**src/rtl/dl_router.sv**
```systemverilog
// rtl/dl_router.sv - routes ioctl downloads to toggle-handshake memory ports, DIP bytes and core_mod
// Also sequences the game-core reset once the ROM download has finished.
module dl_router #(
  parameter int NUM_PORTS = 2,
  parameter int ADDR_W = 25,
  parameter logic [NUM_PORTS*ADDR_W-1:0] PORT_BASE = {25'h30000, 25'h0},
  parameter logic [NUM_PORTS*ADDR_W-1:0] PORT_LIMIT = {25'h1FFFFFF, 25'h1FFFFFF},
  parameter int RST_W = 16,
  parameter logic [RST_W-1:0] RST_HOLD = 16'hFFFF,
  parameter int DIP_BYTES = 8,
  parameter logic [7:0] IDX_ROM = 8'd0,
  parameter logic [7:0] IDX_MOD = 8'd1,
  parameter logic [7:0] IDX_DIP = 8'd254
) (
  input  logic                          clk_sys,
  input  logic                          reset,
  input  logic                          ioctl_download,
  input  logic [7:0]                    ioctl_index,
  input  logic                          ioctl_wr,
  input  logic [ADDR_W-1:0]             ioctl_addr,
  input  logic [7:0]                    ioctl_dout,
  output logic                          ioctl_wait,
  input  logic                          user_reset,
  output logic [NUM_PORTS-1:0]          port_req,
  input  logic [NUM_PORTS-1:0]          port_ack,
  output logic [NUM_PORTS*ADDR_W-1:0]   port_addr,
  output logic [NUM_PORTS*2-1:0]        port_ds,
  output logic [15:0]                   port_d,
  output logic                          port_we,
  output logic [DIP_BYTES*8-1:0]        dip_sw,
  output logic [7:0]                    core_mod,
  output logic                          rom_loaded,
  output logic                          core_reset,
  output logic                          overrun
);

  logic [NUM_PORTS-1:0]        port_req_q, port_req_d;
  logic [NUM_PORTS*ADDR_W-1:0] port_addr_q, port_addr_d;
  logic [NUM_PORTS*2-1:0]      port_ds_q, port_ds_d;
  logic [15:0]                 port_d_q, port_d_d;
  logic                        port_we_q, port_we_d;
  logic                        wr_last_q, wr_last_d;
  logic                        dl_d_q, dl_d_d;
  logic [DIP_BYTES*8-1:0]      dip_sw_q, dip_sw_d;
  logic [7:0]                  core_mod_q, core_mod_d;
  logic                        rom_loaded_q, rom_loaded_d;
  logic                        overrun_q, overrun_d;
  logic [RST_W-1:0]            cnt_q, cnt_d;
  logic                        core_reset_q, core_reset_d;

  logic                        rom_dl;
  logic                        wr_evt;
  logic                        any_upd;
  logic [NUM_PORTS-1:0]        pending;
  logic [NUM_PORTS-1:0]        hit;

  assign ioctl_wait = |pending;
  assign port_req   = port_req_q;
  assign port_addr  = port_addr_q;
  assign port_ds    = port_ds_q;
  assign port_d     = port_d_q;
  assign port_we    = port_we_q;
  assign dip_sw     = dip_sw_q;
  assign core_mod   = core_mod_q;
  assign rom_loaded = rom_loaded_q;
  assign core_reset = core_reset_q;
  assign overrun    = overrun_q;

  always_comb begin
    rom_dl       = ioctl_download && (ioctl_index == IDX_ROM);
    wr_evt       = ioctl_wr && !wr_last_q;
    pending      = port_req_q ^ port_ack;
    hit          = '0;
    any_upd      = 1'b0;
    port_req_d   = port_req_q;
    port_addr_d  = port_addr_q;
    port_ds_d    = port_ds_q;
    port_d_d     = port_d_q;
    overrun_d    = overrun_q;
    dip_sw_d     = dip_sw_q;
    core_mod_d   = core_mod_q;
    rom_loaded_d = rom_loaded_q;
    cnt_d        = cnt_q;
    port_we_d    = rom_dl;
    wr_last_d    = ioctl_wr;
    dl_d_d       = rom_dl;
    core_reset_d = (cnt_q != '0);

    // Windows may overlap; a busy port flags overrun without blocking the others.
    for (int i = 0; i < NUM_PORTS; i++) begin
      hit[i] = (ioctl_addr >= PORT_BASE[i*ADDR_W +: ADDR_W]) &&
               (ioctl_addr <= PORT_LIMIT[i*ADDR_W +: ADDR_W]);
      if (wr_evt && rom_dl && hit[i]) begin
        if (pending[i]) begin
          overrun_d = 1'b1;
        end else begin
          port_req_d[i]                  = ~port_req_q[i];
          port_addr_d[i*ADDR_W +: ADDR_W] = ioctl_addr - PORT_BASE[i*ADDR_W +: ADDR_W];
          port_ds_d[i*2 +: 2]            = {ioctl_addr[0], ~ioctl_addr[0]};
          any_upd                        = 1'b1;
        end
      end
    end
    if (any_upd) begin
      port_d_d = {ioctl_dout, ioctl_dout};
    end

    if (ioctl_wr && (ioctl_index == IDX_MOD)) begin
      core_mod_d = ioctl_dout;
    end
    for (int k = 0; k < DIP_BYTES; k++) begin
      if (ioctl_wr && (ioctl_index == IDX_DIP) && (ioctl_addr == ADDR_W'(k))) begin
        dip_sw_d[k*8 +: 8] = ioctl_dout;
      end
    end

    if (dl_d_q && !rom_dl) begin
      rom_loaded_d = 1'b1;
    end
    if (user_reset || !rom_loaded_q) begin
      cnt_d = RST_HOLD;
    end else if (cnt_q != '0) begin
      cnt_d = cnt_q - RST_W'(1);
    end
  end

  always_ff @(posedge clk_sys) begin
    if (reset) begin
      port_req_q   <= '0;
      port_addr_q  <= '0;
      port_ds_q    <= '0;
      port_d_q     <= '0;
      port_we_q    <= 1'b0;
      wr_last_q    <= 1'b0;
      dl_d_q       <= 1'b0;
      dip_sw_q     <= '0;
      core_mod_q   <= '0;
      rom_loaded_q <= 1'b0;
      overrun_q    <= 1'b0;
      cnt_q        <= RST_HOLD;
      core_reset_q <= 1'b1;
    end else begin
      port_req_q   <= port_req_d;
      port_addr_q  <= port_addr_d;
      port_ds_q    <= port_ds_d;
      port_d_q     <= port_d_d;
      port_we_q    <= port_we_d;
      wr_last_q    <= wr_last_d;
      dl_d_q       <= dl_d_d;
      dip_sw_q     <= dip_sw_d;
      core_mod_q   <= core_mod_d;
      rom_loaded_q <= rom_loaded_d;
      overrun_q    <= overrun_d;
      cnt_q        <= cnt_d;
      core_reset_q <= core_reset_d;
    end
  end

endmodule

```
**config.mk**
```make
export PLATFORM = sky130hd
export DESIGN_NAME = dl_router
export DESIGN_NICKNAME = d
export VERILOG_FILES = /design/src/rtl/dl_router.sv
export SDC_FILE = /design/constraint.sdc
export NUM_CORES = 1
export LEC_CHECK = 0
export CORE_ASPECT_RATIO = 0.9
export CORE_UTILIZATION = 50
export CTS_CLUSTER_DIAMETER = 120
export DETAILED_ROUTE_END_ITERATION = 10
export PLACE_DENSITY = 0.85
export SYNTH_ARGS = -nofsm -noshare
export SYNTH_HDL_FRONTEND = slang
export SYNTH_SLANG_ARGS = --single-unit
```
**constraint.sdc**
```tcl
create_clock -name clk_sys -period 7 [get_ports clk_sys]
set_clock_uncertainty 0.05 [all_clocks]
set_input_delay 2.1 -clock clk_sys [delete_from_list [all_inputs] [get_ports clk_sys]]
set_output_delay 2.1 -clock clk_sys [all_outputs]
set_load 0.005 [all_outputs]
```
Word level (Yosys, flattened, before mapping)
Cells that the tools add are included.
{"block": "totals", "register_bits": 165, "latchBits": 0, "ram_bits": 0, "romBits": 0, "in_bits": 48, "output_inout_bits": 149, "mem_count": 0}
{"block": "classes", "n_addsub": 2, "n_mul": 0, "n_div": 0, "order_cmp": 3, "eq_ne": 9, "shift": 0, "muxes": 8, "n_bitwise": 6, "reduce_logical": 29}
{"operator": "equality test 25 x 3 -> 1 bit (second input constant)", "count": 4}
{"operator": "equality test 25 x 2 -> 1 bit (second input constant)", "count": 2}
{"operator": "equality test 25 x 1 -> 1 bit (second input constant)", "count": 1}
{"operator": ">= comparator 25 x 1 -> 1 bit (second input constant)", "count": 1}
{"operator": ">= comparator 25 x 18 -> 1 bit (second input constant)", "count": 1}
{"operator": "less-or-equal comparator 25 bit (second input constant)", "count": 1}
{"operator": "zero test 25 bit", "count": 1}
{"operator": "subtractor 25 x 18 -> 25 bit (second input constant)", "count": 1}
{"operator": "logical AND 1 bit", "count": 18}
{"operator": "nonzero test 16 bit", "count": 1}
{"operator": "subtractor 16 x 1 -> 16 bit (second input constant)", "count": 1}
{"operator": "equality test 8 x 1 -> 1 bit (second input constant)", "count": 1}
{"operator": "equality test 8 bit (second input constant)", "count": 1}
{"operator": "zero test 8 bit", "count": 1}
{"operator": "2-to-1 mux 1 bit", "count": 8}
{"operator": "inverter 1 bit", "count": 5}
{"operator": "AND reduction 2 bit", "count": 2}
{"operator": "OR reduction 2 bit", "count": 2}
{"operator": "zero test 1 bit", "count": 3}
{"operator": "bitwise XOR 2 bit", "count": 1}
{"operator": "logical OR 1 bit", "count": 1}

Longest topological paths before layout
{"block": "logic_depth", "depth_word": 7, "ltp_mapped": 8, "depth_no_buf": 7}

Worst setup path after synthesis
No wires, ideal clock.
{"block": "synth_timing", "kind": "input to output", "from": "input port port_ack[0]", "to": "output port ioctl_wait", "arrival_ps": 2489, "t_required_ps": 4850, "path_slack_ps": 2361, "path_stages": 2, "n_path_buf": 0, "path_cell_list": "xor2_1 nand2b_1"}
{"block": "synth_via", "elab_chain_len": 2}
{"item": "start: declaration", "line": "25", "rtl": "input logic [NUM_PORTS-1:0] port_ack,"}
{"item": "bitwise XOR 2 bit", "line": "72", "rtl": "pending = port_req_q ^ port_ack;"}
{"item": "OR reduction 2 bit", "line": "57", "rtl": "assign ioctl_wait = |pending;"}
{"item": "end: declaration", "line": "22", "rtl": "output logic ioctl_wait,"}
No other way between the ends.

Worst setup path after layout
Same ends and word-level chain as after synthesis.

==> results.yml <==
synth:
  yosys_warnings: 0
  seq_area_frac_synth_pct: 48.8
  synth-compound-area-share_pct: 4.46
  synthTopCellsByCount: "dfxtp_1 (155), mux2i_1 (116), nand2b_1 (75)"
  yosysTopAreaCell: "dfxtp_1"
  synth_simple_gate_area_share_pct: 21.3
  synth_edf_count: 0
  yosysMostFrequentCell: "dfxtp_1"
  synth_top_family_by_area: "simple AND/OR/NAND/NOR gates"
  ys_ff_latch: 155
  synth_top_area_share_pct: 48.8
  syn_inst: 637
  synth_area_leaders: "dfxtp_1 (49%), mux2i_1 (18%), nand2b_1 (7.4%)"
  synth_mux_area_share_pct: 18.2
  synthesis.nets: 689
  ys_async_sr_fraction_pct: 0
  synthXorXnorAreaFrac_pct: 2.62
  postSynthAreaPerCell_um2: 9.99
  synth_cell_type_count: 44
  synthAdderAreaFrac_pct: 0.786
  syn_area_um2: 6360
  ys_dominant_reg_cell: "dfxtp_1"
drt:
  first_iter_violations: 409
  vias: 5260
  drc: 0
  first_pass_iters: 5
  via_per_inst: 5.35
  ant_nets: 0
  wirelength_um: 16900
  avgRoutedWirePerCell_um: 17.2
clock_tree:
  clk_path_buf_depth: 2
  numCtsBuffers: 17
  clock_latency_ns: 0.42
  numClockSinks: 155
  htree_levels: 4
  cts_tree: "built"
  post_cts_resize_count: 0
  ctsHoldBuffers: 0
  worst_setup_hold_path_clk_slew_ns: 0.06
  root_buffer: "clkbuf_16"
  cts_setup_buffers: 0
sta:
  setup_viol: 0
  report.final.slew_viol_count: 0
  fmax_mhz: 171
  hold_violations: 0
  finalCritPeriodShare_pct: 83.4
  fin_setup_tns_ns: 0
  worst_pin_slew_ns: 1.26
  slew_headroom_pct: 15.0
  rsz0062_at_grt: "no"
  fin_crit_ns: 5.84
die:
  design.die.area_um2: 13200
  ioPinCount: 197
  initial_core_util_pct: 52.1
  core_um2: 12200
  die_h_um: 109
  std_cell_rows: 38
  die_x_um: 121
cells_and_area:
  n_antenna_cell: 0
  area_growth_pct: 40.9
  final_nets: 864
  final_layout_size_suffix_gt1_share_pct: 6.92
  instances_no_fill: 984
place:
  dp_hpwl_um: 12200
  post-place-cells: 953
  port_buffers: 196
  gp_congestion: 0.811
global_routing:
  grt_pass1_wl_um: 26800
  grt.busiest_layer: "met2"
  grtUsageTotal_pct: 26.6
  gr-total-overflow: 0
  grt_max_degree: 117
  grtUsageMet2_pct: 43.1
  use_met1_pct: 34.4
  grt_pass1_vias: 5105
  antenna_found_initial: 0
  grt_use_met3_pct: 7.01
critical_path:
  cpMostUsedCell: "clkdlybuf4s50_1"
  worstPathCellList: "clkdlybuf4s50_1, xor2_1, nand2b_1, clkdlybuf4s50_1"
  startpoint_type: "input port"
  arrival_ns: 3.69
  slowest_delay_ns: 0.50
  cp_max_fo: 4
  required_ns: 4.85
  worst_path_max_delay_cell: "clkdlybuf4s50_1"
  end_kind: "output port"
  path_class: "in2out"
job:
  cap_viol_max_count: 0
outcome:
  outcome: "finished clean"
power_and_ir_drop:
  power.density_nw_per_um2: 212
  peakVddDrop_mv: 0.194
  p_leak_uw: 0.00347
worst_hold_path:
  min_path_type: "reg2reg"
[metal layers]
layer,wire (um),up-vias
met5,0,-
met4,404,0
met3,1050,35
met2,8040,195
met1,7390,2511
li1,-,2519
[final cells by class]
cell class / instances / area [um2]
fillers: 849 / 3250
flip-flops and latches: 155 / 3100
multi-input cells: 430 / 3040
repair buffers: 200 / 1990
clock buffers: 21 / 460
well taps: 160 / 200
clock inverters: 10 / 143
inverters: 8 / 30.0
[report_power, final]
group	switching (uW)	internal (uW)
Combinational	43.3	39.5
Clock	353	579
Sequential	0.233	883
Total	397	1500
[cell families after synthesis]
kind of cell,Yosys count
fa+ha+maj,4
simple gates,249
xor+xnor,19
flops,155
buf+inv,52
mux,116
compound gates,42
[cells in the final DEF (no fill, tap or decap), types with 5 or more instances in the layout]
master | Yosys | layout
a211oi_1 | 11 | 10
a21oi_1 | 18 | 18
buf_4 | 10 | 5
clkbuf_16 | 0 | 17
clkdlybuf4s50_1 | 0 | 195
dfxtp_1 | 155 | 155
inv_1 | 8 | 8
mux2i_1 | 116 | 116
nand2_1 | 37 | 37
nand2_2 | 8 | 8
nand2b_1 | 75 | 75
nand3_1 | 6 | 6
nand4_1 | 9 | 9
nor2_1 | 70 | 70
nor3_1 | 8 | 8
nor4_1 | 7 | 7
xnor2_1 | 16 | 16
[critical path: cells and delay by family]
family                    cells  cell delay, ns
and+or+nand+nor               1            0.18
buffers and inverters         2            0.99
xor gates and xnor gates      1            0.42
[final timing paths]
| path | slack [ns] | endpoint | startpoint | cells past startpoint |
|---|---|---|---|---|
| worst max-delay path | 1.16 | ioctl_wait | port_ack[0] | 4 |
| worst min-delay path | 0.40 | overrun | overrun | 2 |
| worst max register to register | 4.60 | port_d[12] | port_req[1] | 5 |
| worst min register to register | 0.40 | overrun | overrun | 2 |
[state kept, by name (all words and copies together) (netlist names)]
register,flops
port_d,8
core_mod,8
port_ds,2
core_reset,1
rom_loaded,1
dip_sw,64
port_addr,50
cnt_q,16
wr_last_q,1
dl_d_q,1
overrun,1
port_req,2
[metrics by stage]
stage | power, uW | util, % | hold slack (ns) | cell area (um2) | setup slack (ns)
2_1_floorplan | 936 | - | 0.392 | 6360 | 2.36
3_3_place_gp | 982 | 68.5 | 0.387 | 8370 | 1.21
3_5_place_dp | 984 | 68.5 | 0.396 | 8370 | 1.18
4_1_cts | 1910 | 73.4 | 0.400 | 8970 | 1.14
5_1_grt | 1950 | 73.4 | 0.424 | 8970 | 1.09
6_report | 1900 | 73.4 | 0.398 | 8970 | 1.16
(Power assumes the default switching activity.)
